[src/rtl/spi_poll_pkg.sv]
// Shared types and frame layout for the polled SPI servo-command receiver.
package spi_poll_pkg;

  localparam int FRAME_BITS = 40;

  // Frame fields, MSB first: header, servo_x, servo_y, mode, checksum
  localparam int HDR_MSB  = 39;
  localparam int HDR_LSB  = 32;
  localparam int X_MSB    = 31;
  localparam int X_LSB    = 24;
  localparam int Y_MSB    = 23;
  localparam int Y_LSB    = 16;
  localparam int MODE_MSB = 15;
  localparam int MODE_LSB = 8;
  localparam int CSUM_MSB = 7;
  localparam int CSUM_LSB = 0;

  localparam logic [7:0] DEFAULT_HEADER = 8'hA5;

  typedef enum logic [1:0] {
    IDLE  = 2'd0,
    START = 2'd1,
    WAIT  = 2'd2,
    CHECK = 2'd3
  } state_t;

  typedef enum logic [1:0] {
    ERR_NONE    = 2'd0,
    ERR_TIMEOUT = 2'd1,
    ERR_HDR     = 2'd2,
    ERR_CSUM    = 2'd3
  } err_t;

  function automatic logic [7:0] frame_csum(input logic [FRAME_BITS-1:0] f);
    return f[HDR_MSB:HDR_LSB] ^ f[X_MSB:X_LSB] ^ f[Y_MSB:Y_LSB] ^ f[MODE_MSB:MODE_LSB];
  endfunction

endpackage

[src/rtl/spi_poll_ctrl_if.sv]
// Start/done handshake and frame bus between the poll controller and the SPI receiver.
interface spi_poll_ctrl_if;
  import spi_poll_pkg::*;

  logic                  spi_start;
  logic                  spi_done;
  logic [FRAME_BITS-1:0] spi_data;

  modport master (output spi_start, input spi_done, input spi_data);
  modport slave  (input spi_start, output spi_done, output spi_data);

endinterface

[src/rtl/spi_poll_ctrl_poll_timer.sv]
// Free-running poll period timer; held at zero while disabled.
module poll_timer #(
  parameter int PERIOD = 1_000_000
) (
  input  logic clk,
  input  logic rst,
  input  logic enable,
  output logic tick
);

  localparam int            CW   = $clog2(PERIOD);
  localparam logic [CW-1:0] TERM = CW'(PERIOD - 1);

  logic [CW-1:0] cnt_r;

  // Period counter wrapping at terminal count
  always_ff @(posedge clk) begin
    if (rst) begin
      cnt_r <= {CW{1'b0}};
    end else if (!enable || (cnt_r == TERM)) begin
      cnt_r <= {CW{1'b0}};
    end else begin
      cnt_r <= cnt_r + CW'(1);
    end
  end

  assign tick = enable && (cnt_r == TERM);

endmodule

[src/rtl/spi_poll_ctrl.sv]
// Polled SPI frame scheduler: one supervised receive per poll period; only
// header- and checksum-valid frames reach the registered servo outputs.
module spi_poll_ctrl
  import spi_poll_pkg::*;
#(
  parameter int         POLL_CYCLES    = 1_000_000,
  parameter int         TIMEOUT_CYCLES = 64,
  parameter logic [7:0] HEADER         = DEFAULT_HEADER
) (
  input  logic            clk,
  input  logic            rst,
  input  logic            enable,
  spi_poll_ctrl_if.master spi,
  output logic [7:0]      servo_x,
  output logic [7:0]      servo_y,
  output logic [7:0]      servo_mode,
  output logic            cmd_valid,
  output logic            link_ok,
  output logic [1:0]      err_code,
  output logic [7:0]      err_cnt,
  output logic            overrun
);

  localparam int            TW       = $clog2(TIMEOUT_CYCLES);
  localparam logic [TW-1:0] TMO_LAST = TW'(TIMEOUT_CYCLES - 1);

  state_t                state_r, state_nxt_s;
  err_t                  chk_err_s, fail_code_s, err_code_r;
  logic                  tick_s, capture_s, timeout_s, frame_ok_s, fail_s;
  logic [TW-1:0]         tmo_cnt_r;
  logic [FRAME_BITS-1:0] frame_r;
  logic [1:0]            streak_r;
  logic [7:0]            servo_x_r, servo_y_r, servo_mode_r, err_cnt_r;
  logic                  spi_start_r, cmd_valid_r, link_ok_r, overrun_r;

  poll_timer #(.PERIOD(POLL_CYCLES)) u_timer (
    .clk    (clk),
    .rst    (rst),
    .enable (enable),
    .tick   (tick_s)
  );

  // Next-state logic; spi_done wins over a same-cycle timeout
  always_comb begin
    state_nxt_s = state_r;
    capture_s   = 1'b0;
    timeout_s   = 1'b0;
    case (state_r)
      IDLE: begin
        if (tick_s) state_nxt_s = START;
        else        state_nxt_s = IDLE;
      end
      START: state_nxt_s = WAIT;
      WAIT: begin
        if (spi.spi_done) begin
          state_nxt_s = CHECK;
          capture_s   = 1'b1;
        end else if (tmo_cnt_r == TMO_LAST) begin
          state_nxt_s = IDLE;
          timeout_s   = 1'b1;
        end else begin
          state_nxt_s = WAIT;
        end
      end
      CHECK:   state_nxt_s = IDLE;
      default: state_nxt_s = IDLE;
    endcase
  end

  // Frame validation (header has priority) and failure classification
  always_comb begin
    chk_err_s = ERR_NONE;
    if (frame_r[HDR_MSB:HDR_LSB] != HEADER) begin
      chk_err_s = ERR_HDR;
    end else if (frame_r[CSUM_MSB:CSUM_LSB] != frame_csum(frame_r)) begin
      chk_err_s = ERR_CSUM;
    end else begin
      chk_err_s = ERR_NONE;
    end
    fail_code_s = chk_err_s;
    if (timeout_s) fail_code_s = ERR_TIMEOUT;
    else           fail_code_s = chk_err_s;
  end

  assign frame_ok_s = (state_r == CHECK) && (chk_err_s == ERR_NONE);
  assign fail_s     = timeout_s || ((state_r == CHECK) && (chk_err_s != ERR_NONE));

  // Timeout counter: cleared in START, counts every WAIT cycle
  always_ff @(posedge clk) begin
    if (rst)                  tmo_cnt_r <= {TW{1'b0}};
    else if (state_r == START) tmo_cnt_r <= {TW{1'b0}};
    else if (state_r == WAIT)  tmo_cnt_r <= tmo_cnt_r + TW'(1);
    else                       tmo_cnt_r <= tmo_cnt_r;
  end

  // State, handshake, frame capture and registered status outputs
  always_ff @(posedge clk) begin
    if (rst) begin
      state_r      <= IDLE;
      spi_start_r  <= 1'b0;
      frame_r      <= {FRAME_BITS{1'b0}};
      servo_x_r    <= 8'd0;
      servo_y_r    <= 8'd0;
      servo_mode_r <= 8'd0;
      cmd_valid_r  <= 1'b0;
      link_ok_r    <= 1'b0;
      err_code_r   <= ERR_NONE;
      err_cnt_r    <= 8'd0;
      streak_r     <= 2'd0;
      overrun_r    <= 1'b0;
    end else begin
      state_r     <= state_nxt_s;
      spi_start_r <= (state_nxt_s == START);
      cmd_valid_r <= frame_ok_s;
      if (capture_s) frame_r <= spi.spi_data;
      // A tick outside IDLE is dropped, never queued
      if (tick_s && (state_r != IDLE)) overrun_r <= 1'b1;
      if (frame_ok_s) begin
        servo_x_r    <= frame_r[X_MSB:X_LSB];
        servo_y_r    <= frame_r[Y_MSB:Y_LSB];
        servo_mode_r <= frame_r[MODE_MSB:MODE_LSB];
        link_ok_r    <= 1'b1;
        err_code_r   <= ERR_NONE;
        streak_r     <= 2'd0;
      end else if (fail_s) begin
        err_code_r <= fail_code_s;
        if (err_cnt_r != 8'hFF) err_cnt_r <= err_cnt_r + 8'd1;
        if (streak_r != 2'd3)   streak_r  <= streak_r + 2'd1;
        if (streak_r >= 2'd2)   link_ok_r <= 1'b0;
      end
    end
  end

  assign spi.spi_start = spi_start_r;
  assign servo_x       = servo_x_r;
  assign servo_y       = servo_y_r;
  assign servo_mode    = servo_mode_r;
  assign cmd_valid     = cmd_valid_r;
  assign link_ok       = link_ok_r;
  assign err_code      = err_code_r;
  assign err_cnt       = err_cnt_r;
  assign overrun       = overrun_r;

endmodule

[src/flat_wrapper.sv]
// flat-port wrapper written by rule: the top's interface ports become plain ports
module spi_poll_ctrl_flat import spi_poll_pkg::*;
#(
  parameter int         POLL_CYCLES    = 1_000_000,
  parameter int         TIMEOUT_CYCLES = 64,
  parameter logic [7:0] HEADER         = DEFAULT_HEADER
)
  (clk, rst, enable, servo_x, servo_y, servo_mode, cmd_valid, link_ok, err_code, err_cnt, overrun, spi_spi_start, spi_spi_done, spi_spi_data);
  spi_poll_ctrl_if spi_i ();
  input  logic clk;
  input  logic rst;
  input  logic enable;
  output logic [7:0] servo_x;
  output logic [7:0] servo_y;
  output logic [7:0] servo_mode;
  output logic cmd_valid;
  output logic link_ok;
  output logic [1:0] err_code;
  output logic [7:0] err_cnt;
  output logic overrun;
  output wire logic [$bits(spi_i.spi_start)-1:0] spi_spi_start;
  input wire logic [$bits(spi_i.spi_done)-1:0] spi_spi_done;
  input wire logic [$bits(spi_i.spi_data)-1:0] spi_spi_data;
  assign spi_spi_start = spi_i.spi_start;
  assign spi_i.spi_done = spi_spi_done;
  assign spi_i.spi_data = spi_spi_data;
  spi_poll_ctrl #(.POLL_CYCLES(POLL_CYCLES), .TIMEOUT_CYCLES(TIMEOUT_CYCLES), .HEADER(HEADER)) u_core (.clk(clk), .rst(rst), .enable(enable), .spi(spi_i), .servo_x(servo_x), .servo_y(servo_y), .servo_mode(servo_mode), .cmd_valid(cmd_valid), .link_ok(link_ok), .err_code(err_code), .err_cnt(err_cnt), .overrun(overrun));
endmodule
[config.mk]
export PLATFORM = sky130hd
export DESIGN_NAME = spi_poll_ctrl_flat
export DESIGN_NICKNAME = d
export VERILOG_FILES = /design/src/rtl/spi_poll_pkg.sv /design/src/rtl/spi_poll_ctrl_if.sv /design/src/rtl/spi_poll_ctrl_poll_timer.sv /design/src/rtl/spi_poll_ctrl.sv /design/src/flat_wrapper.sv
export SDC_FILE = /design/constraint.sdc
export NUM_CORES = 1
export LEC_CHECK = 0
export BUFFER_PORTS_ARGS = -buffer_cell sky130_fd_sc_hd__buf_4
export CORE_AREA = 4 4 138 127
export CTS_BUF_LIST = sky130_fd_sc_hd__clkbuf_4 sky130_fd_sc_hd__clkbuf_8
export CTS_CLUSTER_SIZE = 24
export DETAILED_ROUTE_END_ITERATION = 7
export DIE_AREA = 0 0 142 131
export GPL_ROUTABILITY_DRIVEN = 0
export PLACE_DENSITY = 0.5
export SLEW_MARGIN = 0
export SYNTH_ARGS = -nofsm -noshare
export SYNTH_HDL_FRONTEND = slang
export SYNTH_HIERARCHICAL = 1
export SYNTH_SLANG_ARGS = --single-unit
[constraint.sdc]
create_clock -name clk -period 6.7 [get_ports clk]
set_input_delay 0.67 -clock clk [delete_from_list [all_inputs] [get_ports clk]]
set_output_delay 0.67 -clock clk [all_outputs]
set_load 0.01 [all_outputs]
==> flow_metrics.env, run 1 <==
export IMPL_status="finished clean"
export IMPL_postCtsResizedCells=0
export IMPL_tightestPinTransition_ns=1.08
export IMPL_setup_tns_ns=0
export IMPL_ys_seq_elements=108
export IMPL_overflow=0
export IMPL_p_sw_share_pct=25.1
export IMPL_ys_seq_area_share_pct=45.8
export IMPL_fin_crit_sh_pct=44.2
export IMPL_setup_viol=0
export IMPL_cp_slowest_stage_delay_ns=0.92
export IMPL_rows=44
export IMPL_drtIter0Drc=176
export IMPL_timing_fmax_mhz=337
export IMPL_coreArea_mm2=0.0160
export IMPL_internal_power_uw=812
export IMPL_path_class="register to register"
export IMPL_period_needed_ns=2.96
export IMPL_dp_final_hpwl_um=8490
export IMPL_post_cts_buffers=0
export IMPL_stdcell_area_mm2=0.00570
export IMPL_fin_worst_skew_ns=0.0177
export IMPL_ir_drop_mv=0.0852
export IMPL_postSynth_asyncResetShare_pct=0
export IMPL_pin_count=82
export IMPL_grt_pass1_wl_um=18900
export IMPL_finalWirelength_um=11700
export IMPL_grt_usage_pct=12.8
export IMPL_yosysWarnings=6
export IMPL_endpoint_kind="register"
export IMPL_finalWorstSetupSlack_ns=3.74
export IMPL_grt_max_degree=87
export IMPL_nets=646
export IMPL_port_buffers=81
export IMPL_drc=0
export IMPL_dieArea_mm2=0.0186
export IMPL_hold_violations=0
export IMPL_cp_required_ns=6.94
export IMPL_critical_path_slowest_cell="nor4_4"
export IMPL_die_x_um=142
export IMPL_switchingPower_uw=272
export IMPL_first_global_vias=3701
export IMPL_critPathLaunchType="register"
export IMPL_antenna_found_initial=0
export IMPL_postCtsHoldBufs=0
export IMPL_preCtsSetupSlack_ns=3.75
export IMPL_p_clk_share_pct=37.0
export IMPL_clk_latency_ns=0.39
export IMPL_netlist_area_mm2=0.00472
export IMPL_final_layout_size_suffix_gt1_share_pct=19.4
export IMPL_p_total_uw=1080
export IMPL_p_comb_share_pct=3.5
export IMPL_r2r_slack_ns=3.74
export IMPL_vias_per_cell=4.67
export IMPL_clock_sinks=108
export IMPL_slew_limit_headroom_pct=27.6
export IMPL_crit_chain="xnor3_1, xnor2_1, nand4_2, nor4_4, buf_4, mux2i_1, nor2_1"
export IMPL_dr_pass1_iters=4
export IMPL_worstPathArrival_ns=3.21
export IMPL_clk_root_buffer_cell="clkbuf_8"
export IMPL_htree_num_levels=3
export IMPL_cts_clk_slew_worst_paths_ns=0.12
export IMPL_rsz0062_at_grt="false"
export IMPL_drv_slew=0
export IMPL_placed_area_mm2=0.00550
export IMPL_maxCapViolCount=0
export IMPL_cp_max_fo=13
export IMPL_area_delta_synth_final_pct=20.7
export IMPL_p_per_area_mw_per_mm2=190
export IMPL_fillerInstances=1672
export IMPL_initial_core_util_pct=29.5
export IMPL_synth_edf_count=0
export IMPL_synthDistinctLibCells=53
export IMPL_syn_avg_cell_area_um2=8.96
export IMPL_vias=3781
export IMPL_syn_inst=527
export IMPL_p_leak_uw=0.00200
export IMPL_ant_nets=0
export IMPL_clock_path_buffers=2
export IMPL_fp_dieH_um=131
export IMPL_holdWs_ns=0.460
export IMPL_synth_ff_type="dfxtp_1"
export IMPL_p_seq_share_pct=59.6
export IMPL_hold_class="register to register"
export IMPL_cts_tree="built"
export IMPL_num_antenna_cells=0
export IMPL_cts_buffers_inserted=9
export IMPL_synth_nets=576
export IMPL_wl_per_cell_um=14.4
[final timing paths]
path / startpoint / end / depth (start not counted)
worst max-delay path: u_core/frame_r[9] / u_core/servo_x[7] / 7
worst min register to register: u_core/overrun / u_core/overrun / 2
worst max register to register: u_core/frame_r[9] / u_core/servo_x[7] / 7
worst min-delay path: u_core/overrun / u_core/overrun / 2
[flip-flops by register name, summed over array words and instances, names as in the netlist, 6 cells and up]
| register | count |
|---|---|
| u_core/tmo_cnt_r | 6 |
| u_core/servo_y | 8 |
| u_core/frame_r | 40 |
| u_core/servo_x | 8 |
| u_core/servo_mode | 8 |
| u_core/u_timer/cnt_r | 20 |
| u_core/err_cnt | 8 |
[routing by layer]
layer  up-vias  wire length [um]  GRT usage [%]  part of all wire, %
met5         -                 0              0                    0
met4         0                50           3.05                 0.43
met3         2               631           4.37                  5.4
met2        72              5330           19.7                   46
met1      1774              5670           17.5                   49
li1       1933                 -              -                    -
[stage by stage]
stage                     utilization [%]  cells
after floorplan                         -    527
after global placement               34.3    793
after detailed placement             34.3    793
after CTS                            35.6    809
after global routing                 35.6    809
final                                35.6    809
[layout make-up]
class / instances / area (um^2) / area share (%)
tap: 207 / 259 / 4.54
multi-input combinational: 382 / 2400 / 42.1
clock buffer: 9 / 124 / 2.17
sequential: 108 / 2160 / 37.9
inverter: 11 / 41.3 / 0.724
timing repair buffer: 85 / 638 / 11.2
clock inverter: 7 / 75.1 / 1.32
[power by group through the flow]
stage | registers [uW] | clock network, uW | logic [uW]
floorplan | 660 | 0 | 12.6
global placement | 660 | 0 | 37.5
detailed placement | 660 | 0 | 38.6
CTS | 646 | 424 | 38.7
global route | 646 | 450 | 41.3
finish | 646 | 401 | 37.7
[placed cells by master (no fill, tap or decap), types with 5 or more instances in the layout]
| cell type | instances |
|---|---|
| ha_1 | 5 |
| xor2_1 | 5 |
| o21ai_0 | 6 |
| nand4_1 | 6 |
| a21oi_1 | 50 |
| nor2b_1 | 7 |
| a211oi_1 | 6 |
| nor3_1 | 6 |
| nor2_1 | 63 |
| inv_1 | 11 |
| nand2_1 | 98 |
| nand3_1 | 13 |
| xnor2_1 | 29 |
| xnor3_1 | 8 |
| nor4_1 | 7 |
| clkbuf_8 | 9 |
| mux2i_1 | 27 |
| dfxtp_1 | 108 |
| buf_4 | 85 |
[cells in the mapped netlist, types with 3 or more instances]
cell      count  share of area [%]
dfxtp_1     108                 46
nand2_1      98                7.8
nor2_1       63                5.0
a21oi_1      50                5.3
xnor2_1      29                5.4
mux2i_1      27                5.7
clkbuf_1     19                1.5
nand3_1      13                1.4
inv_1        11               0.87
xnor3_1       8                3.8
nor2b_1       7               0.93
nor4_1        7               0.93
a211oi_1      6               0.95
nand4_1       6               0.79
nor3_1        6               0.64
o21ai_0       6               0.64
ha_1          5                1.3
xor2_1        5               0.93
and2_1        3               0.40
mux2_1        3               0.72
or3_1         3               0.40
or4_1         3               0.48
[worst max-delay path, delay by kind of cell, from the launching register on]
kind / cells / cell delay (ns)
mux: 1 / 0.22
xor+xnor: 2 / 0.62
buf+inv: 1 / 0.40
flops: 1 / 0.38
simple gates: 3 / 1.18
[logic make-up after synthesis]
| logic type | Yosys count | share of synthesized area [%] |
|---|---|---|
| compound gates | 74 | 9.03 |
| xor+xnor | 42 | 10.1 |
| fa+ha+maj | 5 | 1.32 |
| buf+inv | 37 | 3.39 |
| flops | 108 | 45.8 |
| mux | 32 | 6.91 |
| simple gates | 229 | 23.4 |
No activity file was read; power rests on OpenSTA's default activity.
==> run 2: changes to the inputs <==
--- a/config.mk
+++ b/config.mk
@@ -5,12 +5,13 @@
 export SDC_FILE = /design/constraint.sdc
 export NUM_CORES = 1
 export LEC_CHECK = 0
+export ABC_AREA = 1
 export BUFFER_PORTS_ARGS = -buffer_cell sky130_fd_sc_hd__buf_4
-export CORE_AREA = 4 4 138 127
+export CORE_AREA = 4 4 140 128
 export CTS_BUF_LIST = sky130_fd_sc_hd__clkbuf_4 sky130_fd_sc_hd__clkbuf_8
 export CTS_CLUSTER_SIZE = 24
 export DETAILED_ROUTE_END_ITERATION = 7
-export DIE_AREA = 0 0 142 131
+export DIE_AREA = 0 0 144 132
 export GPL_ROUTABILITY_DRIVEN = 0
 export PLACE_DENSITY = 0.5
 export SLEW_MARGIN = 0
==> constraint.sdc (replaced) <==
create_clock -name clk -period 2.78 [get_ports clk]
set_input_delay 0.278 -clock clk [delete_from_list [all_inputs] [get_ports clk]]
set_output_delay 0.278 -clock clk [all_outputs]
set_load 0.01 [all_outputs]
==> flow_metrics.env, run 2 <==
export IMPL_status="finished clean"
export IMPL_grt_max_degree=48
export IMPL_setup_viol=0
export IMPL_first_global_vias=4249
export IMPL_maxCapViolCount=0
export IMPL_cp_depth=9
export IMPL_htree_num_levels=3
export IMPL_ir_drop_mv=0.211
export IMPL_grt_pass1_wl_um=20300
export IMPL_clock_path_buffers=2
export IMPL_port_buffers=81
export IMPL_top_register="u_core/frame_r"
export IMPL_period_needed_ns=2.03
export IMPL_postSynth_asyncResetShare_pct=0
export IMPL_synthTopCellsByCount="173 x nand2_1, 108 x dfxtp_1, 84 x nand3_1"
export IMPL_critical_path_slowest_cell="nor2_1"
export IMPL_fin_crit_sh_pct=72.9
export IMPL_syn_avg_cell_area_um2=7.18
export IMPL_nets=800
export IMPL_vias=4272
export IMPL_post_synth_top_count_cell="nand2_1"
export IMPL_grt_usage_pct=13.1
export IMPL_path_class="register to register"
export IMPL_min_to="u_core/frame_r[21]"
export IMPL_clk_latency_ns=0.39
export IMPL_clock_sinks=108
export IMPL_wl_per_cell_um=12.7
export IMPL_cts_clk_slew_worst_paths_ns=0.11
export IMPL_die_x_um=144
export IMPL_holdWs_ns=0.154
export IMPL_num_antenna_cells=0
export IMPL_crit_family="simple AND/OR/NAND/NOR gates"
export IMPL_postCtsHoldBufs=0
export IMPL_r2r_cells=9
export IMPL_worstHoldStart="spi_spi_data[21]"
export IMPL_synth_edf_count=0
export IMPL_rows=45
export IMPL_coreArea_mm2=0.0166
export IMPL_crit_chain="inv_1, nor2_1, inv_1, nor2_1, inv_1, nand2_2, nand2_2, nand2_1, a21oi_1"
export IMPL_drc=0
export IMPL_dr_pass1_iters=4
export IMPL_clk_root_buffer_cell="clkbuf_8"
export IMPL_endpoint_kind="register"
export IMPL_dieArea_mm2=0.0190
export IMPL_synth_top_area_cell="dfxtp_1"
export IMPL_tightestPinTransition_ns=0.951
export IMPL_dp_final_hpwl_um=8960
export IMPL_synth_top_area_share_pct=44.4
export IMPL_netlist_area_mm2=0.00487
export IMPL_slew_limit_headroom_pct=36.6
export IMPL_cp_max_fo=13
export IMPL_rr_endpoint="u_core/err_cnt[7]"
export IMPL_yosysWarnings=6
export IMPL_hold_violations=0
export IMPL_critPathLaunchType="register"
export IMPL_synth_ff_type="dfxtp_1"
export IMPL_fp_dieH_um=132
export IMPL_timing_fmax_mhz=493
export IMPL_final_common_cell="nand2_1"
export IMPL_min_path_cells=3
export IMPL_drv_slew=0
export IMPL_ys_seq_area_share_pct=44.4
export IMPL_synth_area_leaders="dfxtp_1 44%, nand2_1 13%, nand3_1 8.6%"
export IMPL_preCtsSetupSlack_ns=0.752
export IMPL_layout_common_cells="172 x nand2_1, 108 x dfxtp_1, 87 x buf_4, 84 x nand3_1, 66 x a21oi_1"
export IMPL_postCtsResizedCells=0
export IMPL_post_cts_buffers=0
export IMPL_cts_tree="built"
export IMPL_rsz0062_at_grt="false"
export IMPL_initial_core_util_pct=29.3
export IMPL_syn_inst=678
export IMPL_crit_buf_inv=3
export IMPL_ys_seq_elements=108
export IMPL_reg_largest_list="u_core/frame_r: 40 flops, u_core/u_timer/cnt_r: 20 flops"
export IMPL_r2r_start="u_core/state_r[1]"
export IMPL_area_delta_synth_final_pct=20.4
export IMPL_vias_per_cell=4.42
export IMPL_synthDistinctLibCells=30
export IMPL_fin_worst_skew_ns=0.0154
export IMPL_r2r_slack_ns=0.75
export IMPL_setup_tns_ns=0
export IMPL_p_leak_uw=0.00245
export IMPL_cp_required_ns=3.04
export IMPL_ant_nets=0
export IMPL_worstPathArrival_ns=2.28
export IMPL_stdcell_count=967
export IMPL_cts_buffers_inserted=9
export IMPL_final_layout_size_suffix_gt1_share_pct=17.9
export IMPL_cp_slowest_stage_delay_ns=0.44
export IMPL_finalWirelength_um=12200
export IMPL_antenna_found_initial=0
export IMPL_overflow=0
export IMPL_finalWorstSetupSlack_ns=0.752
export IMPL_largest_register_ffs=40
export IMPL_drtIter0Drc=163
export IMPL_synth_nets=727
export IMPL_numPlacedInstances=951
export IMPL_pin_count=82
export IMPL_hold_class="input pin to register"
export IMPL_crit_top_cell="inv_1"
export IMPL_p_per_area_mw_per_mm2=441
## run 2: cell count changes in the layout (fill, tap and decap cells not counted), moves of 7 or more
cell	change
xor2_1	+9
a21oi_1	+16
nand2_2	+7
o21ai_0	+22
inv_2	+13
nor2_1	-16
nor2b_1	-7
mux2i_1	-27
nand2_1	+74
xnor3_1	-8
inv_1	+52
nand3_1	+71
xnor2_1	-19
o21ai_1	+7
## run 2: per-stage QoR
stage,area [um^2],power (uW),utilization (%)
2_1_floorplan,4870,1620,-
3_3_place_gp,5670,1680,34.2
3_5_place_dp,5670,1680,34.2
4_1_cts,5860,2630,35.3
5_1_grt,5860,2710,35.3
6_report,5860,2590,35.3
## run 2: layout make-up
class,instances,area (um^2)
fillers,1780,10700
inverters,76,285
flip-flops and latches,108,2160
repair buffers,87,653
clock inverters,5,42.5
clock buffers,11,145
multi-input cells,469,2310
well taps,211,264
## run 2: logic make-up (layout without fill, tap and decap cells)
family,count (synthesis),count (layout),synth area share [%]
AO/OA/AOI/OAI,104,104,10.7
XOR/XNOR,24,24,4.32
adder cells (fa/ha/maj),5,5,1.29
buffers and inverters,101,179,8.20
flip-flops,108,108,44.4
AND/OR/NAND/NOR,336,336,31.0
## run 2: tightest hold or removal path, cell delays in order
cell	delay, ns
buf_4	0.11
nand3_1	0.07
a21oi_1	0.06
## run 2: how the worst max path moves through the flow
stage	start	endpoint	slack, ns
2_1_floorplan	u_core/frame_r[39]	u_core/err_cnt[0]	1.21
3_3_place_gp	u_core/state_r[1]	u_core/err_cnt[6]	0.81
3_5_place_dp	u_core/state_r[1]	u_core/err_cnt[7]	0.75
4_1_cts	u_core/frame_r[19]	u_core/err_cnt[7]	0.74
5_1_grt	u_core/state_r[1]	u_core/err_cnt[2]	0.47
6_report	u_core/state_r[1]	u_core/err_cnt[7]	0.75
## run 2: layer usage
layer	vias up	part of all wire (%)	global-route usage, %
met1	1886	46	16.5
met4	0	1.2	3.82
li1	2318	-	-
met5	-	0	0
met2	59	48	22.3
met3	9	4.2	2.94
## run 2: power breakdown
group          switching (uW)  leakage [uW]  internal [uW]
sequential               1.43      0.000870           1550
combinational            49.1       0.00148           45.6
clock                     571     0.0000944            373
total                     622       0.00245           1970
